<file path="config.mk">
export PLATFORM = sky130hd
export DESIGN_NAME = piezo_arb
export DESIGN_NICKNAME = d
export VERILOG_FILES = /design/src/rtl/piezo_arb.sv
export SDC_FILE = /design/constraint.sdc
export NUM_CORES = 1
export LEC_CHECK = 0
export CAP_MARGIN = 10
export CORE_MARGIN = 5
export CORE_UTILIZATION = 50
export CTS_CLUSTER_DIAMETER = 30
export DETAILED_ROUTE_END_ITERATION = 6
export MAX_ROUTING_LAYER = met4
export PLACE_DENSITY = 0.77
export SLEW_MARGIN = 20
export SYNTH_ARGS = -nofsm -noshare
export SYNTH_HDL_FRONTEND = slang
export SYNTH_SLANG_ARGS = --single-unit
export TNS_END_PERCENT = 100
</file>
<file path="constraint.sdc">
create_clock -name clk -period 3.68 [get_ports clk]
set_clock_uncertainty 0.1 [all_clocks]
set_input_delay 0.736 -clock clk [delete_from_list [all_inputs] [get_ports clk]]
set_output_delay 0.736 -clock clk [all_outputs]
set_load 0.05 [all_outputs]
</file>
<file path="src/rtl/piezo_arb.sv">
// Fixed-priority arbiter sharing one piezo driver between three note requesters.
// It times the granted note in 1/100 s ticks and drives a differential square wave.
module piezo_arb #(
  parameter int CS_CLKS = 500000
) (
  input  logic        clk,
  input  logic        rst_n,
  input  logic [2:0]  req,
  input  logic [14:0] note_per0,
  input  logic [14:0] note_per1,
  input  logic [14:0] note_per2,
  input  logic [7:0]  note_dur0,
  input  logic [7:0]  note_dur1,
  input  logic [7:0]  note_dur2,
  input  logic        stop,
  output logic [2:0]  gnt,
  output logic [2:0]  note_over,
  output logic        busy,
  output logic        piezo,
  output logic        piezo_n
);

  localparam int CS_W = (CS_CLKS > 1) ? $clog2(CS_CLKS) : 1;
  localparam logic [CS_W-1:0] CS_LAST = CS_W'(CS_CLKS - 1);

  typedef enum logic [0:0] {IDLE = 1'b0, PLAY = 1'b1} state_t;

  state_t           state_r, state_s;
  logic [2:0]       sel_r, sel_s;
  logic [14:0]      per_r, per_sel_s;
  logic [7:0]       dur_r, dur_sel_s;
  logic [14:0]      per_cnt_r;
  logic [CS_W-1:0]  cs_cnt_r;
  logic [7:0]       dur_cnt_r;
  logic [2:0]       note_over_r;
  logic             tick_s, done_s, tone_hi_s;

  // Lowest set request index wins; its note parameters are selected for latching
  always_comb begin
    sel_s     = 3'b000;
    per_sel_s = 15'd0;
    dur_sel_s = 8'd0;
    if (req[0]) begin
      sel_s     = 3'b001;
      per_sel_s = note_per0;
      dur_sel_s = note_dur0;
    end else if (req[1]) begin
      sel_s     = 3'b010;
      per_sel_s = note_per1;
      dur_sel_s = note_dur1;
    end else if (req[2]) begin
      sel_s     = 3'b100;
      per_sel_s = note_per2;
      dur_sel_s = note_dur2;
    end else begin
      sel_s     = 3'b000;
      per_sel_s = 15'd0;
      dur_sel_s = 8'd0;
    end
  end

  // Note ends on the tick that completes the last 1/100 s, or at once for dur=0
  always_comb begin
    tick_s = (cs_cnt_r == CS_LAST);
    if (dur_r == 8'd0) begin
      done_s = 1'b1;
    end else begin
      done_s = tick_s && (dur_cnt_r == (dur_r - 8'd1));
    end
  end

  // State register
  always_ff @(posedge clk or negedge rst_n) begin
    if (!rst_n) begin
      state_r <= IDLE;
    end else begin
      state_r <= state_s;
    end
  end

  // Next-state logic; stop overrides both grant and completion
  always_comb begin
    state_s = state_r;
    case (state_r)
      IDLE: begin
        if (stop) begin
          state_s = IDLE;
        end else if (req != 3'b000) begin
          state_s = PLAY;
        end else begin
          state_s = IDLE;
        end
      end
      PLAY: begin
        if (stop || done_s) begin
          state_s = IDLE;
        end else begin
          state_s = PLAY;
        end
      end
      default: state_s = IDLE;
    endcase
  end

  // Latch the granted note and run the period, tick and duration counters
  always_ff @(posedge clk or negedge rst_n) begin
    if (!rst_n) begin
      sel_r       <= 3'b000;
      per_r       <= 15'd0;
      dur_r       <= 8'd0;
      per_cnt_r   <= 15'd0;
      cs_cnt_r    <= '0;
      dur_cnt_r   <= 8'd0;
      note_over_r <= 3'b000;
    end else begin
      note_over_r <= 3'b000;
      if (state_r == IDLE && state_s == PLAY) begin
        sel_r     <= sel_s;
        per_r     <= per_sel_s;
        dur_r     <= dur_sel_s;
        per_cnt_r <= 15'd0;
        cs_cnt_r  <= '0;
        dur_cnt_r <= 8'd0;
      end else if (state_r == PLAY && state_s == PLAY) begin
        if (per_r < 15'd2 || per_cnt_r >= (per_r - 15'd1)) begin
          per_cnt_r <= 15'd0;
        end else begin
          per_cnt_r <= per_cnt_r + 15'd1;
        end
        if (tick_s) begin
          cs_cnt_r  <= '0;
          dur_cnt_r <= dur_cnt_r + 8'd1;
        end else begin
          cs_cnt_r  <= cs_cnt_r + CS_W'(1);
        end
      end else begin
        // Completion without stop is the only path that reports note_over
        if (state_r == PLAY && !stop) begin
          note_over_r <= sel_r;
        end
        per_cnt_r <= 15'd0;
        cs_cnt_r  <= '0;
        dur_cnt_r <= 8'd0;
      end
    end
  end

  // Outputs decoded from registered state only
  always_comb begin
    tone_hi_s = (per_cnt_r < (per_r >> 1));
    gnt       = 3'b000;
    busy      = 1'b0;
    piezo     = 1'b0;
    piezo_n   = 1'b0;
    if (state_r == PLAY) begin
      gnt  = sel_r;
      busy = 1'b1;
      if (per_r >= 15'd2) begin
        piezo   = tone_hi_s;
        piezo_n = ~tone_hi_s;
      end else begin
        piezo   = 1'b0;
        piezo_n = 1'b0;
      end
    end else begin
      gnt  = 3'b000;
      busy = 1'b0;
    end
  end

  assign note_over = note_over_r;

endmodule

</file>
==> impl_results.md, run 1 <==
- Status: finished clean
- Simple-Gate Fraction of Synth Area: roughly 22%
- Leakage: roughly 2.5 nW
- Final hold vios: 0
- Initial core utilization: approximately 50%
- Synthesized instance count: approximately 550
- Clock slew at reported path FFs: around 0.08 ns
- Wirelength per Cell: 15.82 um
- Critical path type: reg2out
- Layout area overhead: 25.83%
- ANT cells: 0
- Power Internal: around 0.0016 W
- Final ANT Viol Nets: 0
- Final #Nets: 737
- Arr. time, crit path: about 2.5 ns
- CTS tree: done
- Die X: between 100 and 150 um
- Routed WL: 12040 um
- Min-delay worst type: in2async
- Sw frac: between 30% and 40%
- Worst R2R Path Depth: 10
- Final instance area: between 5000 and 6000 um2
- DR vias/cell: approximately 5.6
- Fin cells: between 700 and 800
- IO Port Bufs: 83
- Post-route minimum period: 3.312 ns
- Worst-path maximum fanout: 4
- Row count: 35
- Mapped cell area: roughly 4700 um2
- Reg-to-reg startpoint: per_r[4]$_DFFE_PN0P_
- Remaining Overflow, GRT: 0
- Area contributors post-synth: dfrtp_1 38%, ha_1 9.2%, nor2_1 6.3%
- Share of post-route cells with drive strength above 1: under 10%
- Num CTS Buffers: 9
- Synth Flop Type: dfrtp_1
- Residual DRC: 0
- End of the worst register-to-register path: per_cnt_r[11]$_DFF_PN0_
- Die Height: about 110 um
- Worst skew pair latency: 0.36 ns
- Tcrit/Tclk final: roughly nine tenths
- Total Negative Setup Slacks: 0 ns
- Register bit total from synthesis: slightly above 70
- Initial drt markers: between 200 and 250
- Area leader, netlist: dfrtp_1
- Initial antenna violation count: 0
- Synth unique cells: 47
- Final Max Slew Viols: 0
- Combinational Power Share: between 30% and 40%
- Peak Freq: 302.0 MHz
- Clock power frac: a little over a quarter
- CP Capture Type: primary output
- Post-synth EDFFs: 0
- Max H-tree Level: 3
- Syn_area_per_cell: ~8.7 um2
- CP startpoint: per_r[4]$_DFFE_PN0P_
- Hold WS: around 0.28 ns
- CTS Sinks: approximately 70
- Synth Area in Compound Gates: 15.79%
- Multiplexer share of the synthesized area: less than 1%
- Post-Syn Nets: ~660
- Drt pass-1 iters: 5
- Core area: between 9000 and 10000 um2
- Pin count of the biggest net entering global routing: between 40 and 50
- Synth Area in Adders: under 10%
- Endpoints failing setup: 0
- Crit start category: flip-flop
- First-pass GRT wire length: between 20000 and 25000 um
- Sequential share of power: between 30 and 40%
- Yosys top cell area share: between 30% and 40%
- Yosys warnings: 0
- Post-CTS setup buffer count: 0
- Worst-margin pin slew: ~0.76 ns
- RSZ-0062 raised after global routing: false
- Maximum clock path buffer count: 2
- Placed insts: 745
- Post-synthesis sequential area ratio: 38.02%
- R2R setup slack: ~0.54 ns
- Largest family of logic cells by synthesized area: simple AND/OR/NAND/NOR gates
- Boundary pin count: 84
- Vias: approximately 4300
- Post-DP HPWL: 9442 um
- CP endpoint: piezo
- Final Core Density: between 60% and 70%
- Max Cap Viol: 0
- Placer congestion estimate: 0.9484
- Die area: between 10000 and 15000 um2
- Total GRT Usage: between 20% and 30%
- Max VDD drop: between 0.2 and 0.3 mV
- Worst EP required: ~2.8 ns
- PwrDens: around 440 nW/um2
- Placed inst area: 5727 um2
- Root buffer cell: clkbuf_8
- Ys async rst share: 100.0%
- Slew headroom: roughly 49%
- Synth Area in XOR/XNOR: a little over a tenth
- P_sw: approximately 0.00096 W
- Vias in the first global route: approximately 4300
[critical path: stages (launching register included)]
cell,delay [ns]
dfrtp_1,0.42
nor4_2,0.45
nand4_1,0.14
or4_1,0.43
o21ai_0,0.25
and4b_1,0.24
buf_4,0.19
[state kept, by name, indices dropped and copies added (netlist names)]
register / count
dur_cnt_r: 8
cs_cnt_r: 19
note_over: 3
state_r: 1
dur_r: 8
per_r: 15
per_cnt_r: 15
sel_r: 3
[cell families after synthesis]
group	after synthesis
AO/OA/AOI/OAI	114
XOR/XNOR	57
adder cells (fa/ha/maj)	35
buffers and inverters	46
flip-flops	72
multiplexers	1
AND/OR/NAND/NOR	220
[per-layer routing]
metal | track usage (%) | part of all wire, %
met1 | 28.36 | 43
met2 | 35.84 | 50
met3 | 3.839 | 4.4
met4 | 9.919 | 2.8
met5 | - | 0
[power by group through the flow]
stage / registers [W] / logic (W) / clock network (W)
after floorplan: 0.000996 / 0.000594 / 0
after global placement: 0.00102 / 0.000833 / 0
after detailed placement: 0.00102 / 0.000871 / 0
after CTS: 0.00101 / 0.000882 / 0.000726
after global routing: 0.00103 / 0.000992 / 0.000758
final: 0.00102 / 0.000880 / 0.000710
[synthesized netlist by cell type (2+ instances only)]
| cell | count |
|---|---|
| xor2_1 | 23 |
| nand4_1 | 14 |
| or4_1 | 2 |
| dfrtp_1 | 72 |
| nand3_1 | 22 |
| and3_1 | 5 |
| clkbuf_1 | 19 |
| o21ai_0 | 36 |
| nand2_1 | 45 |
| a31oi_1 | 2 |
| nor4_1 | 7 |
| a22oi_1 | 23 |
| a21oi_1 | 31 |
| a22o_1 | 2 |
| nor2_1 | 80 |
| o2111a_1 | 3 |
| xnor2_1 | 34 |
| or2_2 | 2 |
| nor3_1 | 21 |
| ha_1 | 35 |
| a221o_1 | 2 |
| nor3b_1 | 3 |
| inv_1 | 26 |
| nor2b_1 | 4 |
| nor4b_1 | 2 |
| a21o_1 | 4 |
| a211oi_1 | 3 |
| and2_1 | 4 |
[stage by stage]
step / power, W / setup WS, ns
after floorplan: 0.001590 / 0.8113
after global placement: 0.001850 / 0.3487
after detailed placement: 0.001896 / 0.2725
after CTS: 0.002619 / 0.02534
after global routing: 0.002779 / 0.1766
final: 0.002606 / 0.3684
[what timing repair did]
item	4_1_cts	5_1_grt
setup endpoints to repair	1	1
hold buffers	0	0
gates resized for setup	1	1
[how the worst min path moves through the flow]
stage / cells after the start / slack (ns) / end / startpoint
after CTS: 1 / 0.29 / per_r[12]$_DFFE_PN0P_ / rst_n
after floorplan: 0 / 0.34 / cs_cnt_r[0]$_DFF_PN0_ / rst_n
final: 1 / 0.28 / per_r[12]$_DFFE_PN0P_ / rst_n
after detailed placement: 1 / 0.39 / cs_cnt_r[0]$_DFF_PN0_ / cs_cnt_r[0]$_DFF_PN0_
after global placement: 1 / 0.38 / cs_cnt_r[0]$_DFF_PN0_ / cs_cnt_r[0]$_DFF_PN0_
after global routing: 1 / 0.32 / per_r[12]$_DFFE_PN0P_ / rst_n
[cells in the final DEF, fill, tap and decap left out, types with 2 or more instances in the layout]
cell / Yosys / final
a22o_1: 2 / 2
a22oi_1: 23 / 23
clkdlybuf4s50_1: 0 / 80
or4_1: 2 / 2
dfrtp_1: 72 / 72
nor4b_1: 2 / 2
nand3_1: 22 / 22
nor4_1: 7 / 6
a21o_1: 4 / 4
and2_1: 4 / 4
xnor2_1: 34 / 34
bufinv_16: 0 / 2
or2_2: 2 / 2
buf_4: 0 / 8
inv_6: 0 / 2
nand2_1: 45 / 45
o2111a_1: 3 / 3
a221o_1: 2 / 2
nand4_1: 14 / 14
clkinv_4: 0 / 2
nor2_1: 80 / 80
o21ai_0: 36 / 36
nor3b_1: 3 / 3
a211oi_1: 3 / 3
nor3_1: 21 / 21
inv_1: 26 / 26
xor2_1: 23 / 23
ha_1: 35 / 35
a21oi_1: 31 / 31
and3_1: 5 / 5
a31oi_1: 2 / 2
nor2b_1: 4 / 4
clkbuf_8: 0 / 9
[final cells by class]
cell class | count | area, um2
inverter | 26 | 97.59
clock buffer | 9 | 123.9
tap | 129 | 161.4
sequential | 72 | 1802
fill | 762 | 3278
clock inverter | 7 | 102.6
multi-input combinational | 427 | 2776
timing repair buffer | 91 | 898.4
(Power assumes the default switching activity.)
==> run 2: changes to the inputs <==
--- a/config.mk
+++ b/config.mk
@@ -5,6 +5,7 @@
 export SDC_FILE = /design/constraint.sdc
 export NUM_CORES = 1
 export LEC_CHECK = 0
+export ABC_CLOCK_PERIOD_IN_PS = 3680
 export CAP_MARGIN = 10
 export CORE_MARGIN = 5
 export CORE_UTILIZATION = 50
==> results of run 2 <==
No change in the layout: final DEF, timing and power equal those of run 1.
==> run 3: changes to the inputs <==
--- a/config.mk
+++ b/config.mk
@@ -5,7 +5,7 @@
 export SDC_FILE = /design/constraint.sdc
 export NUM_CORES = 1
 export LEC_CHECK = 0
-export ABC_CLOCK_PERIOD_IN_PS = 3680
+export ABC_CLOCK_PERIOD_IN_PS = 3700
 export CAP_MARGIN = 10
 export CORE_MARGIN = 5
 export CORE_UTILIZATION = 50
==> constraint.sdc (replaced) <==
create_clock -name clk -period 3.7 [get_ports clk]
set_clock_uncertainty 0.1 [all_clocks]
set_input_delay 0.74 -clock clk [delete_from_list [all_inputs] [get_ports clk]]
set_output_delay 0.74 -clock clk [all_outputs]
set_load 0.05 [all_outputs]
==> run 3 against run 2 <==
Effect of this change: clock power shrank 5.5%; design area shrank 0.36%; utilization shrank 0.23 points; flip-flop and latch count is the same; critical path depth grew 1; via count shrank 0.94%; first-iteration DRC count grew 19%; combinational power is essentially flat; register-to-register slack gained 0.04 ns; critical path type unchanged; highest routed layer unchanged.
==> impl_results.md, run 3 (same netlist as run 1, synthesis figures left out) <==
- Final #Nets: 739 (was 737)
- Final ANT Viol Nets: 0 (unchanged)
- Final Max Slew Viols: 0 (unchanged)
- Worst skew pair latency: 0.36 ns (about the same)
- Die area: 11520 um2 (unchanged)
- RSZ-0062 raised after global routing: false (unchanged)
- Final hold vios: 0 (unchanged)
- Routed WL: 11800 um (was 12040 um)
- Sw frac: 38.00% (was 36.68%)
- Leakage: 2.485 nW (was 2.486 nW)
- Die Height: 107.3 um (unchanged)
- Status: finished clean (unchanged)
- P_sw: 0.0009711 W (was 0.0009556 W)
- Drt pass-1 iters: 5 (unchanged)
- Clock power frac: 26.3% (was 27.2%)
- Max Cap Viol: 0 (unchanged)
- Power Internal: 0.001584 W (was 0.001650 W)
- Max reg flops: 19 (unchanged)
- ANT cells: 0 (unchanged)
- Initial antenna violation count: 0 (unchanged)
- Hold WS: 0.3992 ns (was 0.2830 ns)
- Boundary pin count: 84 (unchanged)
- Wirelength per Cell: 15.47 um (was 15.82 um)
- Sequential share of power: 39.3% (was 39.0%)
- Register area: 1802 um2 (unchanged)
- First-pass GRT wire length: 20020 um (was 20270 um)
- Crit start category: flip-flop (unchanged)
- Worst EP required: 2.86 ns (was 2.84 ns)
- Clock slew at reported path FFs: 0.09 ns (was 0.08 ns)
- Tcrit/Tclk final: between 80% and 90%
- Vias: 4210 (was 4250)
- IO Port Bufs: 83 (unchanged)
- Num CTS Buffers: 9 (unchanged)
- Final setup margin: 0.3825 ns (was 0.3684 ns)
- Pin count of the biggest net entering global routing: 73 (was 49)
- Peak Freq: 301.4 MHz
- Worst-path maximum fanout: 4 (unchanged)
- CTS tree: done (unchanged)
- Placer congestion estimate: 0.9019 (was 0.9484)
- CTS Sinks: 72 (unchanged)
- Place WS: 0.4184 ns (was 0.2725 ns)
- Combinational Power Share: 34.5% (was 33.8%)
- Worst-margin pin slew: 0.9087 ns (was 0.7553 ns)
- Post-DP HPWL: 9185 um (was 9442 um)
- CP Capture Type: primary output (unchanged)
- Share of post-route cells with drive strength above 1: 5.836% (was 5.696%)
- Total Negative Setup Slacks: 0 ns (unchanged)
- Post-route minimum period: between 3 and 4 ns
- Max H-tree Level: 3 (unchanged)
- Fillers: 744 (was 762)
- Vias in the first global route: 4267 (was 4251)
- Area of the multi-input gates: 2770 um2 (was 2776 um2)
- Arr. time, crit path: 2.48 ns (about the same)
- Total GRT Usage: 22.16% (was 22.52%)
- Root buffer cell: clkbuf_8 (unchanged)
- Slew headroom: 39.42% (was 49.18%)
- Post-CTS setup buffer count: 0 (unchanged)
- Maximum clock path buffer count: 2 (unchanged)
- Initial core utilization: 51.28% (unchanged)
- Residual DRC: 0 (unchanged)
- Layout area overhead: 25.38% (was 25.83%)
- DR vias/cell: 5.518 (was 5.585)
- Critical path type: reg2out (unchanged)
- Max VDD drop: 0.3482 mV (was 0.2595 mV)
- Row count: 35 (unchanged)
- Endpoints failing setup: 0 (unchanged)
- Min-delay worst type: reg2reg (was in2async)
- Commonest non-fill, non-tap cells in the layout: 80 x nor2_1, 80 x clkdlybuf4s50_1, 72 x dfrtp_1, 45 x nand2_1, 36 x o21ai_0 (unchanged)
- Biggest regs: cs_cnt_r x19, per_cnt_r x15, per_r x15 (unchanged)
- Initial drt markers: 271 (was 228)
- Remaining Overflow, GRT: 0 (unchanged)
- Die X: 107.3 um (unchanged)
- Most flops, register: cs_cnt_r (unchanged)
- Core area: 9240 um2 (unchanged)
- PwrDens: 430.1 nW/um2 (was 437.0 nW/um2)
[run 3: final cells by class]
cell class              instances  area share, %
clock buffers                   9          2.085
clock inverters                 7          1.432
inverters                      26          1.643
multi-input cells             427          46.63
flip-flops and latches         72          30.33
well taps                     129          2.717
repair buffers                 93          15.16
[run 3: through the flow]
step           util (%)  power (W)  instances  cell area [um2]
2_1_floorplan         -   0.001581        545             4738
3_3_place_gp      62.00   0.001844        747             5729
5_1_grt           64.29   0.002723        763             5941
3_5_place_dp      62.00   0.001890        747             5729
4_1_cts           64.27   0.002563        763             5938
6_report          64.29   0.002555        763             5941
[run 3: repair_timing]
item,CTS,global route
setup endpoints to repair,0,1
hold buffers,0,0
gates resized for setup,0,1
[run 3: power groups by stage]
stage               sequential [W]  combinational [W]  clock [W]
floorplan                 0.000990           0.000591          0
global placement           0.00101           0.000835          0
detailed placement         0.00102           0.000874          0
CTS                        0.00100           0.000882   0.000679
global route               0.00102           0.000986   0.000719
finish                     0.00100           0.000881   0.000671
[run 3: routing by layer]
layer  share of wire [%]  vias to the layer above  track usage [%]
met5                   0                        -                -
met4                 2.0                        0            7.574
met1                  45                     1997            28.21
li1                    -                     2103                -
met2                  50                       88            35.97
met3                 3.2                       22            3.779
[run 3: final timing paths]
kind	slack, ns	from	to	cells past startpoint
setup / recovery	0.38	per_r[4]$_DFFE_PN0P_	piezo	7
hold / removal	0.40	cs_cnt_r[0]$_DFF_PN0_	cs_cnt_r[0]$_DFF_PN0_	1
setup reg to reg	0.58	per_r[4]$_DFFE_PN0P_	per_cnt_r[11]$_DFF_PN0_	11
hold reg to reg	0.40	cs_cnt_r[0]$_DFF_PN0_	cs_cnt_r[0]$_DFF_PN0_	1
max in group asynchronous	2.42	rst_n	cs_cnt_r[18]$_DFF_PN0_	2
min in group asynchronous	0.48	rst_n	per_r[12]$_DFFE_PN0P_	2
[run 3: worst max-delay path: stages, from the launching register on]
cell and delay, ns:
dfrtp_1 0.41, nor4_1 0.32, buf_4 0.18, nand4_1 0.08, or4_1 0.42, o21ai_0 0.27, and4b_1 0.24, buf_4 0.19
==> RTL change (config.mk and constraints of run 1) <==
Set the parameter `CS_CLKS` to 250000 (it was 500000).
--- a/src/rtl/piezo_arb.sv
+++ b/src/rtl/piezo_arb.sv
@@ -1,7 +1,7 @@
 // Fixed-priority arbiter sharing one piezo driver between three note requesters.
 // It times the granted note in 1/100 s ticks and drives a differential square wave.
 module piezo_arb #(
-  parameter int CS_CLKS = 500000
+  parameter int CS_CLKS = 250000
 ) (
   input  logic        clk,
   input  logic        rst_n,
Check against the original RTL: same outputs for any inputs over 10 cycles, from zero or initial values and one cycle with rst_n low; that may be too few to reach the edited logic, so the function may still have changed.
==> RTL change against run 1 <==
  * Hold slack improved by 0.013 ns
  * Total power down 4.3%
  * Routed wire length decreased by 1.3%
  * Sequential cell count fell by 1
  * Clock power is 10% lower
  * Via count grew 0.78%
  * Cell area decreased by 0.67%
  * Area after synthesis shrank 0.34%
  * Setup slack got worse by 0.10 ns
  * Largest power group unchanged
  * Register-to-register slack lost 0.22 ns
==> RTL change: results (changes against run 1) <==
set qor(largest_regs) {cs_cnt_r x18, per_cnt_r x15, per_r x15} ;# was cs_cnt_r x19, per_cnt_r x15, per_r x15
set qor(reg2reg_slack_ns) 0.32 ;# was 0.54 ns
set qor(critPathMaxStageDelay_ns) 0.58 ;# was 0.45 ns
set qor(crit_path_top_delay_cell) {dlygate4sd2_1} ;# was nor4_2
set qor(number_of_distinct_standard_cells_referenced_by_the_synthesized_netlist) 46 ;# was 47
set qor(timing_worst_slew_pin_value_ns) 1.07 ;# was 0.755 ns
set qor(grt_pass1_wl_mm) 20.0 ;# was 20.3 mm
set qor(grt_pass1_vias) 4289 ;# was 4251
set qor(pin_count_of_the_biggest_net_entering_global_routing) 46 ;# was 49
set qor(regToRegEndpoint) {per_cnt_r[5]} ;# was per_cnt_r[11]
set qor(post_drt_wl_per_cell_um) 15.7 ;# was 15.8 um
set qor(syn_nets) 653 ;# was 655
set qor(totalWireLength_mm) 11.9 ;# was 12.0 mm
set qor(vias_per_cell) 5.65 ;# was 5.58
set qor(post_route_cells_drive_above_1_share_pct) 5.09 ;# was 5.70%
set qor(setup.worst_path.end) {piezo_n} ;# was piezo
set qor(worstPathMaxFanout) 3 ;# was 4
set qor(post_synth_main_area_contributors) {dfrtp_1 (38%), ha_1 (9.3%), xnor2_1 (7.4%)} ;# was dfrtp_1 (38%), ha_1 (9.2%), nor2_1 (6.3%)
set qor(detail_route.iter0.violations) 250 ;# was 228
set qor(routabilityCongestion) 0.940 ;# was 0.948
set qor(final_net_count) 734 ;# was 737
set qor(groute.layer.met1.usage_pct) 27.5 ;# was 28.4%
set qor(synth_seq_area_share_pct) 37.6 ;# was 38.0%
set qor(outcome) {finished, final reports clean} ;# unchanged
set qor(synth_area_per_cell_um2) 8.70 ;# was 8.69 um^2
set qor(ys_top_cells_by_count) {dfrtp_1 (71), nor2_1 (60), nand2_1 (40), xnor2_1 (40), ha_1 (35)} ;# was nor2_1 (80), dfrtp_1 (72), nand2_1 (45)
RTL change: cell types whose count changed in the layout (fill, tap and decap cells not counted), sizes merged, moves of 5 or more:
cell    delta
nor4      +18
xor2       -9
nand4      -6
xnor2      +6
o21ai      -6
nand2      -5
nor2      -20
clkbuf     +5
RTL change: kinds of logic (layout without fill, tap and decap cells):
logic type      count (synthesis)  count (layout)  synth area share [%]
compound gates                116             116                  15.5
xor+xnor                       54              54                  10.0
fa+ha+maj                      35              35                  9.27
buf+inv                        48             134                  3.89
flops                          71              71                  37.6
mux                             1               1                 0.212
simple gates                  218             218                  23.5
RTL change: what timing repair did:
action / in CTS / in global routing
endpoints found under the hold margin: 0 / 0
gates resized for setup: 1 / 1
pin swaps: 0 / 0
setup endpoints to repair: 1 / 1
RTL change: layout make-up:
class	count	share of cell area [%]
inverters	25	1.58
repair buffers	93	15.1
clock inverters	2	0.655
clock buffers	14	2.75
well taps	129	2.73
flip-flops and latches	71	30.0
multi-input cells	424	47.1
RTL change: per-stage QoR:
| step | total power [mW] | cell area (um^2) | setup slack (ns) |
|---|---|---|---|
| 5_1_grt | 2.66 | 5920 | 0.0348 |
| 6_report | 2.49 | 5920 | 0.268 |
| 3_3_place_gp | 1.83 | 5710 | 0.433 |
| 3_5_place_dp | 1.87 | 5720 | 0.384 |
| 4_1_cts | 2.51 | 5920 | 0.267 |
| 2_1_floorplan | 1.55 | 4720 | 0.754 |
RTL change: worst max-delay path: cells and delay by family, from the launching register on:
| kind | cells | cell delay [ns] |
|---|---|---|
| AOI/OAI and AO/OA | 3 | 0.50 |
| buffers and inverters | 2 | 0.67 |
| and+or+nand+nor | 2 | 0.32 |
| DFF | 1 | 0.41 |
| adders and majority gates | 1 | 0.31 |
RTL change: how the worst min path moves through the flow:
stage	end	slack (ns)	cells after the start
finish	cs_cnt_r[14]	0.30	1
global route	cs_cnt_r[12]	0.35	1
CTS	cs_cnt_r[14]	0.31	1
detailed placement	cs_cnt_r[0]	0.37	1
global placement	cs_cnt_r[0]	0.37	1
floorplan	cs_cnt_r[0]	0.34	0
RTL change: per-layer routing:
layer / share of wire, % / vias to the layer above
li1: - / 2122
met1: 43 / 2049
met2: 52 / 96
met3: 3.5 / 16
met4: 1.6 / 0
met5: 0 / -
RTL change: power breakdown:
group	total, mW	internal [mW]	leakage, nW	switching (mW)
clock	0.638	0.353	0.101	0.285
combinational	0.856	0.386	1.37	0.469
sequential	1.00	0.869	0.955	0.131
